`config.mk`:
```
export PLATFORM = sky130hd
export DESIGN_NAME = branch_resolve_unit
export DESIGN_NICKNAME = d
export VERILOG_FILES = /design/src/rtl/branch_resolve_unit.sv
export SDC_FILE = /design/constraint.sdc
export NUM_CORES = 1
export LEC_CHECK = 0
export ABC_AREA = 1
export CAP_MARGIN = 15
export CORE_MARGIN = 2
export CORE_UTILIZATION = 60
export CTS_CLUSTER_DIAMETER = 40
export CTS_CLUSTER_SIZE = 24
export DETAILED_ROUTE_END_ITERATION = 8
export DONT_BUFFER_PORTS = 1
export PLACE_DENSITY = 0.74
export SLEW_MARGIN = 40
export SYNTH_ARGS = -nofsm -noshare
export SYNTH_HDL_FRONTEND = slang
export SYNTH_SLANG_ARGS = --single-unit
export TNS_END_PERCENT = 50
```
`constraint.sdc`:
```
create_clock -name clk -period 5.45 [get_ports clk]
set_input_delay 1.09 -clock clk [delete_from_list [all_inputs] [get_ports clk]]
set_output_delay 1.09 -clock clk [all_outputs]
set_load 0.005 [all_outputs]
```
`src/rtl/branch_resolve_unit.sv`:
```
// ============================================================================
// branch_resolve_unit: holds fetch-time branch predictions and redirects fetch
// when execute resolves one as mispredicted. Optional stats: BRU_STATS_EN.
// Revision: 1.0
// ============================================================================
`default_nettype none

module branch_resolve_unit #(
   parameter int ADDR_W = 10,
   parameter int DEPTH  = 4
) (
   input  logic                       clk,
   input  logic                       rst,
   input  logic                       push_valid,
   input  logic                       push_taken,
   input  logic [ADDR_W-1:0]          push_target,
   input  logic [ADDR_W-1:0]          push_fallthru,
   input  logic                       res_valid,
   input  logic                       res_taken,
   output logic                       correct_en,
   output logic [ADDR_W-1:0]          correction,
   output logic                       flush,
   output logic                       full,
   output logic                       empty,
   output logic [$clog2(DEPTH):0]     count,
   output logic                       err_sticky,
   output logic [15:0]                mispred_cnt,
   output logic [15:0]                resolve_cnt
);

   localparam int PW = $clog2(DEPTH);
   localparam int CW = PW + 1;

   logic              taken_q    [DEPTH];
   logic              taken_d    [DEPTH];
   logic [ADDR_W-1:0] target_q   [DEPTH];
   logic [ADDR_W-1:0] target_d   [DEPTH];
   logic [ADDR_W-1:0] fallthru_q [DEPTH];
   logic [ADDR_W-1:0] fallthru_d [DEPTH];

   logic [PW-1:0]     rd_ptr_q, rd_ptr_d;
   logic [PW-1:0]     wr_ptr_q, wr_ptr_d;
   logic [CW-1:0]     count_q, count_d;
   logic              correct_en_q, correct_en_d;
   logic              flush_q, flush_d;
   logic [ADDR_W-1:0] correction_q, correction_d;
   logic              err_sticky_q, err_sticky_d;

   logic              full_w, empty_w, pop_w, mispred_w, push_ok_w;

   assign full_w    = (count_q == CW'(DEPTH));
   assign empty_w   = (count_q == '0);
   assign pop_w     = res_valid && !empty_w;
   assign mispred_w = pop_w && (res_taken != taken_q[rd_ptr_q]);
   // A freed slot from this cycle's pop lets a push in even when full.
   assign push_ok_w = push_valid && (!full_w || pop_w) && !mispred_w;

   always_comb begin
      taken_d      = taken_q;
      target_d     = target_q;
      fallthru_d   = fallthru_q;
      rd_ptr_d     = rd_ptr_q;
      wr_ptr_d     = wr_ptr_q;
      count_d      = count_q;
      correct_en_d = mispred_w;
      flush_d      = mispred_w;
      correction_d = correction_q;
      err_sticky_d = err_sticky_q;

      if ((push_valid && full_w && !pop_w) || (res_valid && empty_w)) begin
         err_sticky_d = 1'b1;
      end

      if (mispred_w) begin
         // Everything younger than the head is wrong-path; drop it all.
         correction_d = res_taken ? target_q[rd_ptr_q] : fallthru_q[rd_ptr_q];
         rd_ptr_d     = rd_ptr_q + PW'(1);
         wr_ptr_d     = rd_ptr_q + PW'(1);
         count_d      = '0;
      end else begin
         if (push_ok_w) begin
            taken_d[wr_ptr_q]    = push_taken;
            target_d[wr_ptr_q]   = push_target;
            fallthru_d[wr_ptr_q] = push_fallthru;
            wr_ptr_d             = wr_ptr_q + PW'(1);
         end
         if (pop_w) begin
            rd_ptr_d = rd_ptr_q + PW'(1);
         end
         count_d = count_q + CW'(push_ok_w) - CW'(pop_w);
      end
   end

   always_ff @(posedge clk) begin
      taken_q    <= taken_d;
      target_q   <= target_d;
      fallthru_q <= fallthru_d;
   end

   always_ff @(posedge clk) begin
      if (!rst) begin
         rd_ptr_q     <= '0;
         wr_ptr_q     <= '0;
         count_q      <= '0;
         correct_en_q <= 1'b0;
         flush_q      <= 1'b0;
         correction_q <= '0;
         err_sticky_q <= 1'b0;
      end else begin
         rd_ptr_q     <= rd_ptr_d;
         wr_ptr_q     <= wr_ptr_d;
         count_q      <= count_d;
         correct_en_q <= correct_en_d;
         flush_q      <= flush_d;
         correction_q <= correction_d;
         err_sticky_q <= err_sticky_d;
      end
   end

`ifdef BRU_STATS_EN
   logic [15:0] resolve_cnt_q, resolve_cnt_d;
   logic [15:0] mispred_cnt_q, mispred_cnt_d;

   always_comb begin
      resolve_cnt_d = resolve_cnt_q;
      mispred_cnt_d = mispred_cnt_q;
      if (pop_w && (resolve_cnt_q != 16'hFFFF)) begin
         resolve_cnt_d = resolve_cnt_q + 16'd1;
      end
      if (mispred_w && (mispred_cnt_q != 16'hFFFF)) begin
         mispred_cnt_d = mispred_cnt_q + 16'd1;
      end
   end

   always_ff @(posedge clk) begin
      if (!rst) begin
         resolve_cnt_q <= '0;
         mispred_cnt_q <= '0;
      end else begin
         resolve_cnt_q <= resolve_cnt_d;
         mispred_cnt_q <= mispred_cnt_d;
      end
   end

   assign resolve_cnt = resolve_cnt_q;
   assign mispred_cnt = mispred_cnt_q;
`else
   assign resolve_cnt = 16'h0000;
   assign mispred_cnt = 16'h0000;
`endif

   assign correct_en = correct_en_q;
   assign flush      = flush_q;
   assign correction = correction_q;
   assign err_sticky = err_sticky_q;
   assign full       = full_w;
   assign empty      = empty_w;
   assign count      = count_q;

endmodule

`default_nettype wire

```
## Word-level counts from Yosys, hierarchy flattened

Index checks and enable logic that the tools add are counted.

- Reductions and logical operators: 19
- Bitwise operators: 4
- Magnitude comparators: 3
- Equal/unequal tests: 2
- $add $sub $neg: 4
- Multiplexer cells: 21

Operator list:

| operator | number |
|---|---|
| 40-bit bitwise mux | 2 |
| 10-bit two-way mux | 6 |
| 10-bit binary-select mux with 2-bit select | 2 |
| 10-bit demux with 2-bit select | 1 |
| 1-bit logical AND | 8 |
| 2-bit two-way mux | 4 |
| 3-bit greater-or-equal comparator (second input constant) | 2 |
| 2-bit NOT with 3-bit output | 2 |
| 2-bit by 1-bit adder with 2-bit output (second input constant) | 2 |
| 4-bit bitwise mux | 1 |
| 1-bit zero test | 4 |
| 2-bit nonzero test | 2 |
| 3-bit by 1-bit adder with 3-bit output | 1 |
| 3-bit == test (second input constant) | 1 |
| 3-bit zero test | 1 |
| 3-bit by 1-bit < comparator with 1-bit output (second input constant) | 1 |
| 1-bit two-way mux | 3 |
| 3-bit by 1-bit subtractor with 3-bit output | 1 |
| 1-bit binary-select mux with 2-bit select | 1 |
| 1-bit demux with 2-bit select | 1 |
| 1-bit logical OR | 2 |
| 1-bit NOT | 2 |
| 2-bit AND reduction | 1 |
| 2-bit OR reduction | 1 |
| 1-bit != test | 1 |

- Input bits: 26
- Word-level logic and storage cells: 71
- Output and inout bits: 50
- Bits in registers: 103

## Longest topological paths before layout

- Word-level depth: 10
- Gate-level depth with buffers: 16
- Depth with buffers taken out: 15

## Worst setup path after synthesis

No wires, ideal clock.

- Path type: input port to flip-flop
- From: input res_valid
- To: register fallthru_q[0] (netlist bit) (enable)
- Setup time: 0.399 ns
- Path buffers: 0
- Setup slack: 2.637 ns
- Required time: 5.051 ns
- Cell stages on the path: 5
- Data arrival time: 2.415 ns
- Path through: inv_1 nor2_4 nand3_2 nand3_2 nor2_1

- Longest elaborated chain between the ends: 5
- Elaborated cells between the ends (all ways): 8
- Classes of those cells: bitwise: 1; reduce/logical: 7

Ends and longest elaborated chain:

| what | line | RTL |
|---|---|---|
| start: declaration | 18 | `input logic res_valid,` |
| 1-bit logical AND * | 53 | `assign pop_w = res_valid && !empty_w;` |
| 1-bit logical OR / 1-bit logical AND (equally long branches) | 56, 54 |  |
| 1-bit logical AND / 1-bit zero test (equally long branches) | 56 | `assign push_ok_w = push_valid && (!full_w \|\| pop_w) && !mispred_w;` |
| 1-bit logical AND | 56 |  |
| 2-bit AND reduction (no line) * | -- |  |
| end signal: assignment | 97 | `fallthru_q <= fallthru_d;` |
| end: declaration | 38 | `logic [ADDR_W-1:0] fallthru_q [DEPTH];` |

Every way passes the cells marked *; elsewhere a longest branch is shown, timed or not.
A chain may end at the register's enable or synchronous reset.

## Worst setup path in the final report

- From: register rd_ptr_q[0]
- To: register count_q[2] (netlist: count[2])

- Longest elaborated chain between the ends: 10
- Elaborated cells between the ends (all ways): 11
- Classes of those cells: add/sub: 2; eq/ne: 1; mux: 3; bitwise: 1; reduce/logical: 4

Ends and longest elaborated chain:

| what | line | RTL |
|---|---|---|
| start: declaration | 41 | `logic [PW-1:0] rd_ptr_q, rd_ptr_d;` |
| start signal: assignment | 110 | `rd_ptr_q <= rd_ptr_d;` |
| 2-bit NOT with 3-bit output (not written as such) * | 54 | `assign mispred_w = pop_w && (res_taken != taken_q[rd_ptr_q]);` |
| 1-bit binary-select mux with 2-bit select * | 54 |  |
| 1-bit two-way mux (not written as such) * (2 in series) | 54 |  |
| 1-bit != test * | 54 |  |
| 1-bit logical AND * | 54 |  |
| 1-bit zero test | 56 |  |
| 1-bit logical AND | 56 |  |
| 3-bit by 1-bit adder with 3-bit output | 90 | `count_d = count_q + CW'(push_ok_w) - CW'(pop_w);` |
| 3-bit by 1-bit subtractor with 3-bit output | 90 |  |
| end signal: assignment | 112 | `count_q <= count_d;` |
| end: declaration | 43 | `logic [CW-1:0] count_q, count_d;` |

Every way passes the cells marked *; elsewhere a longest branch is shown, timed or not. The select of a mux whose other input is x is not followed.

==> impl_metrics.env <==
export IMPL_drcViolationCount=0
export IMPL_synth_seq_cells=103
export IMPL_dp_hpwl_microns=5400
export IMPL_p_int_uw=1350
export IMPL_hold_class="flip-flop to flip-flop"
export IMPL_overflow=0
export IMPL_rows=31
export IMPL_required_ps=5760
export IMPL_ios=76
export IMPL_numCtsBuffers=9
export IMPL_synth_top_area_cell="edfxtp_1"
export IMPL_syn_to_final_growth_pct=2.65
export IMPL_cts_tree="built"
export IMPL_layout_min_cycle_time_ps=3200
export IMPL_grt_usage_pct=20.5
export IMPL_p_seq_share_pct=50.7
export IMPL_ys_types=24
export IMPL_fin_nets=473
export IMPL_reg2reg_setup_slack_ps=2250
export IMPL_startpoint_type="flip-flop"
export IMPL_leakage_uw=0.00190
export IMPL_grt_max_degree=34
export IMPL_setup_viol=0
export IMPL_place_inst=528
export IMPL_clkPwrFrac_pct=21.2
export IMPL_fin_total_pwr_uw=2120
export IMPL_fmax_ghz=0.312
export IMPL_status="complete, no violations"
export IMPL_hold_viol_final=0
export IMPL_cts_num_sinks=103
export IMPL_critPathKind="flip-flop to flip-flop"
export IMPL_fin_setup_tns_ps=0
export IMPL_holdBufCountCts=0
export IMPL_p_per_area_nw_per_um2=450
export IMPL_sw_frac_of_total_pct=36.1
export IMPL_gp_congestion=0.816
export IMPL_clk_path_buf_depth=2
export IMPL_cts_root_buf="clkbuf_8"
export IMPL_finClkSkew_ps=9.90
export IMPL_clk_latency_ps=370
export IMPL_cts_max_level=3
export IMPL_initial_core_util_pct=62.5
export IMPL_die_y_microns=91.4
export IMPL_final_period_utilization_pct=58.8
export IMPL_diodes=0
export IMPL_antenna_found_initial=0
export IMPL_die_area_sq_um=8350
export IMPL_drt_pass1_iter_count=4
export IMPL_ys_top_cells_by_area="edfxtp_1 55%, nand2_1 9.5%, dfxtp_1 8.3%"
export IMPL_synthArstFlopShare_pct=0
export IMPL_core_sq_um=7330
export IMPL_wire_per_inst_microns=14.9
export IMPL_grt_pass1_wl_microns=13200
export IMPL_yosys_warnings=0
export IMPL_cp_max_fo=33
export IMPL_clkTransAtPathRegs_ps=100
export IMPL_synthCells=449
export IMPL_seq_area_frac_synth_pct=63.4
export IMPL_drv_cap=0
export IMPL_arrival_ps=3520
export IMPL_ir_drop_v=0.000270
export IMPL_io_buffers=0
export IMPL_rsz0062_at_grt="no"
export IMPL_die_x_microns=91.4
export IMPL_p_comb_share_pct=28.1
export IMPL_ant_nets=0
export IMPL_synth_top_area_share_pct=55.1
export IMPL_ys_flop_type="edfxtp_1"
export IMPL_cp_end_kind="flip-flop"
export IMPL_slew_headroom_pct=56.3
export IMPL_syn_area_sq_um=4580
export IMPL_synth_edf_count=84
export IMPL_avgSynthCellArea_sq_um=10.2
export IMPL_vias=2819
export IMPL_layout_drive_gt1_share_pct=6.74
export IMPL_switchingPower_uw=765
export IMPL_grt_pass1_vias=2671
export IMPL_wirelength_microns=8110
export IMPL_tightest_slew_ps=653
export IMPL_final_util_pct=64.1
export IMPL_avgViaCountPerCell=5.18
export IMPL_cts_resized=0
export IMPL_instances_no_fill=544
export IMPL_postCtsSetupBuffers=0
export IMPL_drtIter0Drc=179
export IMPL_slew_viol_final=0
## cell usage in the layout, fill, tap and decap left out
cell	synthesis	routed
nand2_1	116	116
edfxtp_1	84	84
nor2_1	51	47
o21ai_0	40	40
inv_1	32	32
conb_1	1	32
nand3_1	28	28
dfxtp_1	19	18
clkbuf_8	0	9
ha_1	6	6
nand3_2	5	5
nor2_4	1	5
a21oi_1	3	3
o21ai_1	3	3
inv_6	0	3
xnor2_1	2	2
buf_4	34	2
inv_4	1	1
nor3_1	1	1
nor2_2	1	1
xor2_1	1	1
fa_1	1	1
clkinv_1	0	1
clkinv_4	0	1
clkinv_8	0	1
inv_8	0	1
dfxtp_2	0	1
## metal layers
layer  up-vias  GRT usage (%)  part of all wire (%)
met3        14           6.06                   6.5
met1      1315           27.0                    44
met2       106           32.0                    48
met4         0           8.46                   1.8
li1       1384              -                     -
met5         -              0                     0
## final timing paths
check	from	end	cells past startpoint
max reg2reg	rd_ptr_q[0]	count[2]	14
min reg2reg	correction[6]	correction[6]	2
max	rd_ptr_q[0]	count[2]	14
min	correction[6]	correction[6]	2
## cells by family after synthesis
logic type / synth area share, %
xor gates and xnor gates: 0.574
AOI/OAI and AO/OA: 5.03
DFF: 63.4
adders and majority gates: 2.08
and+or+nand+nor: 18.3
buffers and inverters: 10.5
other: 0.0819
## registers in the layout, indices dropped and copies added (netlist names)
name        cells
rd_ptr_q        2
fallthru_q     40
flush           1
taken_q         4
target_q       40
count           3
correction     10
wr_ptr_q        2
err_sticky      1
## power by group through the flow
| stage | combinational [uW] | clock [uW] | sequential (uW) |
|---|---|---|---|
| 2_1_floorplan | 487 | 0 | 1060 |
| 3_3_place_gp | 564 | 0 | 1090 |
| 3_5_place_dp | 590 | 0 | 1090 |
| 4_1_cts | 597 | 460 | 1070 |
| 5_1_grt | 679 | 490 | 1090 |
| 6_report | 595 | 448 | 1070 |
## final cells by class
cell class                      count  area [sq um]
Tap cell                           99           124
Timing Repair Buffer                2          15.0
Inverter                           33           126
Fill cell                         550          2630
Sequential cell                   103          2900
Multi-Input combinational cell    291          1340
Clock inverter                      7          66.3
Clock buffer                        9           124
## through the flow
step | cell area, sq um | worst slack, ps | hold WS [ps]
2_1_floorplan | 4700 | 2640 | 463
3_3_place_gp | 4490 | 2160 | 477
3_5_place_dp | 4510 | 1970 | 483
4_1_cts | 4700 | 1930 | 499
5_1_grt | 4700 | 1960 | 530
6_report | 4700 | 2250 | 495
## synth_stat cells (2+ instances only)
cell	count
nand2_1	116
edfxtp_1	84
nor2_1	51
o21ai_0	40
buf_4	34
inv_1	32
nand3_1	28
dfxtp_1	19
buf_2	11
ha_1	6
nand3_2	5
clkbuf_1	4
a21oi_1	3
o21ai_1	3
buf_1	2
buf_6	2
xnor2_1	2
## worst max-delay path: stages (launching register included)
cell and delay [ps]:
dfxtp_2 620, buf_4 390, nand2_1 130, nand3_2 120, nand3_2 100, nand3_2 240
nand3_2 280, ha_1 350, inv_1 50, ha_1 120, inv_1 50, fa_1 380
xnor2_1 170, inv_1 50, nor2_1 90
Note: power is estimated with default switching activity, not from simulation.
